===== src/rtl/kernel_fetch_sequencer.sv =====
// Sequences the kernel fetch unit through a batch of N back-to-back kernels and
// hands each one to the MAC array. Optional fetch watchdog: define KFS_TIMEOUT_EN.
module kernel_fetch_sequencer #(
  parameter int ADDR_WIDTH      = 10,
  parameter int MAX_KERNEL_SIZE = 5,
  parameter int KCNT_WIDTH      = 8
) (
  input  logic                  clk,
  input  logic                  rst,
  input  logic                  cfg_valid,
  output logic                  cfg_ready,
  input  logic [ADDR_WIDTH-1:0] cfg_base_addr,
  input  logic [2:0]            cfg_ker_size,
  input  logic [KCNT_WIDTH-1:0] cfg_num_kernels,
  output logic                  kfu_start,
  output logic                  kfu_first_time,
  output logic [ADDR_WIDTH-1:0] kfu_base_addr,
  output logic [2:0]            kfu_ker_size,
  input  logic                  kfu_done,
  output logic                  ker_valid,
  input  logic                  ker_ready,
  output logic [KCNT_WIDTH-1:0] ker_index,
  output logic                  busy,
  output logic                  done,
  output logic                  err_cfg
`ifdef KFS_TIMEOUT_EN
  ,
  output logic                  fetch_timeout
`endif
);

  typedef enum logic [2:0] {
    S_IDLE,
    S_FIRST,
    S_FETCH,
    S_HOLD,
    S_NEXT,
    S_DONE
  } state_t;

  localparam logic [2:0] MAX_K = 3'(MAX_KERNEL_SIZE);

  state_t                state_reg;
  logic [ADDR_WIDTH-1:0] base_reg;
  logic [2:0]            ksize_reg;
  logic [KCNT_WIDTH-1:0] num_reg;
  logic [KCNT_WIDTH-1:0] index_reg;

  logic [5:0]            stride;
  logic [ADDR_WIDTH-1:0] next_base;
  logic [KCNT_WIDTH-1:0] next_index;
  logic                  cfg_illegal;

  // K*K never exceeds 49, so a 6-bit stride suffices; the add wraps modulo 2^ADDR_WIDTH.
  assign stride      = {3'b000, ksize_reg} * {3'b000, ksize_reg};
  assign next_base   = base_reg + {{(ADDR_WIDTH-6){1'b0}}, stride};
  assign next_index  = index_reg + 1'b1;
  assign cfg_illegal = (cfg_ker_size == 3'd0) || (cfg_ker_size > MAX_K) ||
                       (cfg_num_kernels == '0);

  assign kfu_base_addr = base_reg;
  assign kfu_ker_size  = ksize_reg;
  assign ker_index     = index_reg;

`ifdef KFS_TIMEOUT_EN
  logic [6:0] wd_cnt_reg;
  logic [6:0] wd_limit;
  logic       wd_expired;

  assign wd_limit   = {stride, 1'b0} + 7'd8;
  assign wd_expired = (wd_cnt_reg == wd_limit - 7'd1);
`endif

  always_ff @(posedge clk or posedge rst) begin
    if (rst) begin
      state_reg      <= S_IDLE;
      base_reg       <= '0;
      ksize_reg      <= '0;
      num_reg        <= '0;
      index_reg      <= '0;
      cfg_ready      <= 1'b1;
      kfu_start      <= 1'b0;
      kfu_first_time <= 1'b0;
      ker_valid      <= 1'b0;
      busy           <= 1'b0;
      done           <= 1'b0;
      err_cfg        <= 1'b0;
`ifdef KFS_TIMEOUT_EN
      wd_cnt_reg     <= '0;
      fetch_timeout  <= 1'b0;
`endif
    end else begin
      done    <= 1'b0;
      err_cfg <= 1'b0;
`ifdef KFS_TIMEOUT_EN
      fetch_timeout <= 1'b0;
`endif
      case (state_reg)
        S_IDLE: begin
          if (cfg_valid) begin
            base_reg  <= cfg_base_addr;
            ksize_reg <= cfg_ker_size;
            num_reg   <= cfg_num_kernels;
            index_reg <= '0;
            cfg_ready <= 1'b0;
            busy      <= 1'b1;
            if (cfg_illegal) begin
              state_reg <= S_DONE;
              done      <= 1'b1;
              err_cfg   <= 1'b1;
            end else begin
              state_reg      <= S_FIRST;
              kfu_start      <= 1'b1;
              kfu_first_time <= 1'b1;
`ifdef KFS_TIMEOUT_EN
              wd_cnt_reg     <= '0;
`endif
            end
          end
        end

        // A completion strobe during FIRST counts the same as one during FETCH.
        S_FIRST, S_FETCH: begin
          kfu_first_time <= 1'b0;
          if (kfu_done) begin
            state_reg <= S_HOLD;
            kfu_start <= 1'b0;
            ker_valid <= 1'b1;
`ifdef KFS_TIMEOUT_EN
          end else if (wd_expired) begin
            state_reg     <= S_DONE;
            kfu_start     <= 1'b0;
            fetch_timeout <= 1'b1;
            done          <= 1'b1;
`endif
          end else begin
            state_reg <= S_FETCH;
`ifdef KFS_TIMEOUT_EN
            wd_cnt_reg <= wd_cnt_reg + 7'd1;
`endif
          end
        end

        S_HOLD: begin
          if (ker_ready) begin
            state_reg <= S_NEXT;
            ker_valid <= 1'b0;
          end
        end

        S_NEXT: begin
          base_reg  <= next_base;
          index_reg <= next_index;
          if (next_index < num_reg) begin
            state_reg      <= S_FIRST;
            kfu_start      <= 1'b1;
            kfu_first_time <= 1'b1;
`ifdef KFS_TIMEOUT_EN
            wd_cnt_reg     <= '0;
`endif
          end else begin
            state_reg <= S_DONE;
            done      <= 1'b1;
          end
        end

        S_DONE: begin
          state_reg <= S_IDLE;
          cfg_ready <= 1'b1;
          busy      <= 1'b0;
        end

        default: begin
          state_reg <= S_IDLE;
          cfg_ready <= 1'b1;
          busy      <= 1'b0;
        end
      endcase
    end
  end

endmodule


===== config.mk =====
export PLATFORM = sky130hd
export DESIGN_NAME = kernel_fetch_sequencer
export DESIGN_NICKNAME = d
export VERILOG_FILES = /design/src/rtl/kernel_fetch_sequencer.sv
export SDC_FILE = /design/constraint.sdc
export NUM_CORES = 1
export LEC_CHECK = 0
export BUFFER_PORTS_ARGS = -buffer_cell sky130_fd_sc_hd__buf_2
export CORE_MARGIN = 5
export CORE_UTILIZATION = 45
export CTS_CLUSTER_SIZE = 10
export DETAILED_ROUTE_END_ITERATION = 6
export PLACE_DENSITY = 0.67
export SLEW_MARGIN = 10
export SYNTH_ARGS = -nofsm -noshare
export SYNTH_HDL_FRONTEND = slang
export SYNTH_SLANG_ARGS = --single-unit

===== constraint.sdc =====
create_clock -name clk -period 2.9 [get_ports clk]
set_clock_uncertainty 0.2 [all_clocks]
set_input_delay 0.435 -clock clk [delete_from_list [all_inputs] [get_ports clk]]
set_output_delay 0.435 -clock clk [all_outputs]
set_load 0.05 [all_outputs]

## Word level (Yosys, flattened, before mapping)

Cells that the tools add are included.

- Register bits after elaboration: 39
- Input port bits: 26
- Logic and storage cells: 72

- $add $sub $neg: 2
- Multipliers: 1
- Order comparisons: 2
- Equal/unequal tests: 9
- Muxes and demuxes: 28
- Bitwise gates (word level): 1
- Reductions and logical operators: 17

Operators by type and width:

| kind | number |
|---|---|
| case mux 10 bit (2 select lines) | 1 |
| case mux 8 bit (2 select lines) | 1 |
| two-way mux 1 bit | 13 |
| two-way mux 3 bit | 4 |
| case mux 3 bit (4 select lines) | 1 |
| adder 10 x 6 -> 10 bit | 1 |
| two-way mux 10 bit | 1 |
| != test 2 bit, second input constant | 5 |
| adder 8 x 1 -> 8 bit, second input constant | 1 |
| logical NOT 8 bit | 1 |
| less-than comparator 8 bit | 1 |
| two-way mux 8 bit | 1 |
| case mux 1 bit (2 select lines) | 4 |
| AND reduction 2 bit | 4 |
| == test 3 x 2 -> 1 bit, second input constant | 2 |
| logical NOT 3 bit | 2 |
| multiplier 3 x 3 -> 6 bit | 1 |
| case mux 1 bit (3 select lines) | 2 |
| AND reduction 5 bit | 1 |
| AND reduction 4 bit | 1 |
| nonzero test 2 bit | 2 |
| OR reduction 4 bit | 1 |
| == test 3 x 1 -> 1 bit, second input constant | 1 |
| == test 3 bit, second input constant | 1 |
| other kinds (6) | 7 |

## Logic depth before layout (Yosys ltp)

- Depth after elaboration: 6
- Mapped depth: 10

## Least setup slack after synthesis

No wires, ideal clock.

- Path type: register to register
- Start: register ksize_reg[1], in the netlist kfu_ker_size[1]
- End: register base_reg[9], in the netlist kfu_base_addr[9]
- Arrival: 2.313 ns
- Required time: 2.613 ns
- Slack: 0.300 ns
- Stages on the path, launching flop included: 10
- Path through: dfrtp_1 > nor2b_1 > ha_1 > a21o_1 > ha_1 > a21o_1 > a21o_1 > a21oi_1 > nor3_1 > a211oi_2

- Word-level cells in the longest chain between the ends: 3

Ends and longest elaborated chain:

| element | RTL line | source |
|---|---|---|
| from (decl) | 45 | `logic [2:0] ksize_reg;` |
| from (signal assigned) | 102 | `ksize_reg <= cfg_ker_size;` |
| multiplier 3 x 3 -> 6 bit | 55 | `assign stride = {3'b000, ksize_reg} * {3'b000, ksize_reg};` |
| adder 10 x 6 -> 10 bit | 56 | `assign next_base = base_reg + {{(ADDR_WIDTH-6){1'b0}}, stride};` |
| case mux 10 bit (2 select lines) | 98 | `case (state_reg)` |
| to (signal assigned) | 101 | `base_reg <= cfg_base_addr;` |
| to (signal assigned) | 152 | `base_reg <= next_base;` |
| to (decl) | 44 | `logic [ADDR_WIDTH-1:0] base_reg;` |

No other way between the ends.
A chain may end at the register's enable or synchronous reset.

## Worst setup path after layout

- Start: register index_reg[0], in the netlist ker_index[0]
- End: register kfu_first_time

- Word-level cells in the longest chain between the ends: 4

Ends and longest elaborated chain:

| element | RTL line | source |
|---|---|---|
| from (decl) | 47 | `logic [KCNT_WIDTH-1:0] index_reg;` |
| from (signal assigned) | 153 | `index_reg <= next_index;` |
| adder 8 x 1 -> 8 bit | 57 | `assign next_index = index_reg + 1'b1;` |
| less-than comparator 8 bit | 154 | `if (next_index < num_reg) begin` |
| != test 2 bit (no source line) | n/a |  |
| AND reduction 4 bit (no source line) | n/a |  |
| to (signal assigned) | 83 | `kfu_first_time <= 1'b0;` |
| to (signal assigned) | 114 | `kfu_first_time <= 1'b1;` |
| to (signal assigned) | 157 | `kfu_first_time <= 1'b1;` |
| to (decl) | 16 | `output logic kfu_first_time,` |

No other way between the ends.

==> impl_metrics.tcl <==
set metrics [dict create \
    wl_per_cell_um 13.4 \
    maxSlewViolCount 0 \
    synth_most_common_cell "nand2_1" \
    cts_made_buffers 5 \
    maxSlewHeadroom_pct 45.0 \
    hp-class "input pin to async pin" \
    synth-edff-count 0 \
    cp_max_fo 7 \
    syn_to_final_growth_pct 18.0 \
    vdd_drop_max_mv 0.567 \
    vias_per_cell 5.00 \
    syn_inst 251 \
    yosys.cell_types.count 44 \
    seq_area_frac_synth_pct 44.0 \
    hold_viol_final 0 \
    h-tree-depth 2 \
    timing.final.crit_share_pct 87.6 \
    grt_max_degree 40 \
    ys_async_sr_fraction_pct 100 \
    clkPwrFrac_pct 11.4 \
    crit_arrival_ns 2.55 \
    avgSynthCellArea_um2 8.86 \
    crit_path_start_kind "flip-flop" \
    synth_top_area_share_pct 42.8 \
    mappedNetlistArea_mm2 0.00222 \
    switching_share_pct 51.1 \
    cpMaxStageDelayCell "dfrtp_1" \
    endpoint_kind "flip-flop" \
    cts.sinks 39 \
    grt_pass1_vias 1857 \
    ys.flop_type "dfrtp_1" \
    root_buffer "clkbuf_8" \
    yosys.area_share.simple_pct 21.2 \
    grt_usage_pct 16.6 \
    post_cts_buffers 0 \
    die_w_um 80.3 \
    critical_path.cell_chain "and3_1, and3_1, and3_1, xor2_1, ha_1, a21oi_1, o21ai_0, a21oi_1, o21ai_1, a21oi_1" \
    drtIter0Drc 48 \
    crit_required_ns 2.91 \
    antenna_left 0 \
    grt_pass1_wl_um 8440 \
    synth_mux_area_share_pct 0 \
    n_antenna_cell 0 \
    post-dp-hpwl_um 3740 \
    synth_xor_area_share_pct 3.94 \
    clk-insertion-delay-late_ns 0.28 \
    internal_power_w 0.00158 \
    synthTopCellsByArea "dfrtp_1, ha_1, nand2_1, nor2_1, a21oi_1" \
    switchingPower_w 0.00166 \
    finish.instance_area_mm2 0.00262 \
    worstMarginPinSlew_ns 0.825 \
    cp_slowest_stage_delay_ns 0.44 \
    cts_tree "done" \
    antenna_found_initial 0 \
    fill_cells 445 \
    status "finished clean" \
    cts_resized 0 \
    core_area_mm2 0.00475 \
    power_density_mw_per_mm2 1240 \
    gp_congestion 0.855 \
    rsz0062_at_grt "no" \
    clk_path_buf_depth 2 \
    synth_compound_area_share_pct 16.9 \
    yosysWarnings 0 \
    setup_viol 0 \
    rows 25 \
    dr.pass1.iters 4 \
    max_cap_viol_count 0 \
    power.leakage_nw 1.36 \
    synth_top_family_by_area "simple AND/OR/NAND/NOR gates" \
    fin_nets 346 \
    vias 1856 \
    drc 0 \
    place_inst 363 \
    num_io_pins 54 \
    finalSetupTns_ns 0 \
    layout.cells.non_filler 371 \
    p_comb_share_pct 56.6 \
    synthTopCellsByCount "nand2_1, dfrtp_1, nor2_1" \
    die_area_mm2 0.00645 \
    start_util_pct 46.8 \
    synthAdderAreaFrac_pct 9.57 \
    die_h_um 80.3 \
    critPathKind "flip-flop to flip-flop" \
    synth_fp_nets 294 \
    yosys_register_bits 39 \
    wl_um 4960 \
    drive_gt1_share_pct 22.4 \
    place_area_mm2 0.00253 \
    largest_reg_flops 10 \
    fmax_ghz 0.394 \
    seqPwrFrac_pct 32.0 \
    clk_pin_slew_ns 0.07 \
    grt_overflow_total 0 \
    synth_top_area_cell "dfrtp_1" \
    numPortBuffers 53 \
    hold_buffers 0 \
    period_needed_ns 2.54 \
]
worst max-delay path, delay by kind of cell (launching register included):
kind	cells	cell delay [ns]
compound gates	5	0.79
flops	1	0.44
xor+xnor	1	0.18
fa+ha+maj	1	0.27
simple gates	3	0.59
stage by stage:
step / total power [W] / hold WS (ns) / utilization [%] / worst slack, ns
finish: 0.00324 / 0.0616 / 55.2 / 0.360
global route: 0.00354 / 0.107 / 55.2 / 0.157
CTS: 0.00327 / 0.0715 / 55.2 / 0.356
detailed placement: 0.00289 / 0.288 / 53.2 / 0.378
global placement: 0.00286 / 0.286 / 53.2 / 0.447
floorplan: 0.00249 / 0.246 / - / 0.300
cell families after synthesis:
family                   count (synthesis)
AO/OA/AOI/OAI                           59
XOR/XNOR                                10
adder cells (fa/ha/maj)                 17
AND/OR/NAND/NOR                        106
buffers and inverters                   20
flip-flops                              39
worst paths after layout:
| check | startpoint | endpoint | slack [ns] | cells past startpoint |
|---|---|---|---|---|
| worst min register to register | kfu_base_addr[9] | kfu_base_addr[9] | 0.30 | 1 |
| worst min-delay path | rst | done | 0.06 | 3 |
| worst max register to register | ker_index[0] | kfu_first_time | 0.36 | 10 |
| min in group clk | cfg_ker_size[0] | kfu_ker_size[0] | 0.16 | 3 |
| max in group asynchronous | rst | ker_index[0] | 2.08 | 3 |
| worst max-delay path | ker_index[0] | kfu_first_time | 0.36 | 10 |
cell usage in the layout (no fill, tap or decap), types with 2 or more instances in the layout:
master / instances
nand2_1: 54
buf_2: 53
dfrtp_1: 38
nor2_1: 18
ha_1: 17
a21oi_1: 13
o21ai_1: 12
nand3_1: 11
inv_1: 9
nor3_1: 7
o21ai_0: 6
clkbuf_8: 6
xnor2_1: 5
xor2_1: 5
a31oi_1: 5
a21o_1: 4
and3_1: 4
and2_1: 3
buf_4: 3
nor4_1: 2
nor2b_1: 2
a22oi_1: 2
o211ai_1: 2
power by group through the flow:
| stage | Sequential (W) | Clock (W) | Combinational [W] |
|---|---|---|---|
| 6_report | 0.00104 | 0.000369 | 0.00184 |
| 3_3_place_gp | 0.00104 | 0 | 0.00183 |
| 4_1_cts | 0.00104 | 0.000381 | 0.00186 |
| 3_5_place_dp | 0.00105 | 0 | 0.00184 |
| 5_1_grt | 0.00108 | 0.000408 | 0.00205 |
| 2_1_floorplan | 0.00153 | 0 | 0.000967 |
cell type report:
class                      count  area [µm²]  share of cell area (%)
multi-input combinational    192        1150                    43.8
sequential                    39         977                    37.3
timing repair buffer          56         288                    11.0
clock buffer                   7        86.3                    3.29
tap                           67        83.8                    3.20
inverter                       9        33.8                    1.29
clock inverter                 1        5.00                   0.191
routing by layer:
layer  part of all wire, %  up-vias  wire length, µm  track usage, %
met5                     0        -                0               0
met4                  0.28        0               14            3.38
met3                   5.0        2              250            4.26
met2                    47       39             2350            27.5
met1                    47      839             2340            22.0
li1                      -      976                -               -
Power figures use the tool's default switching activity.
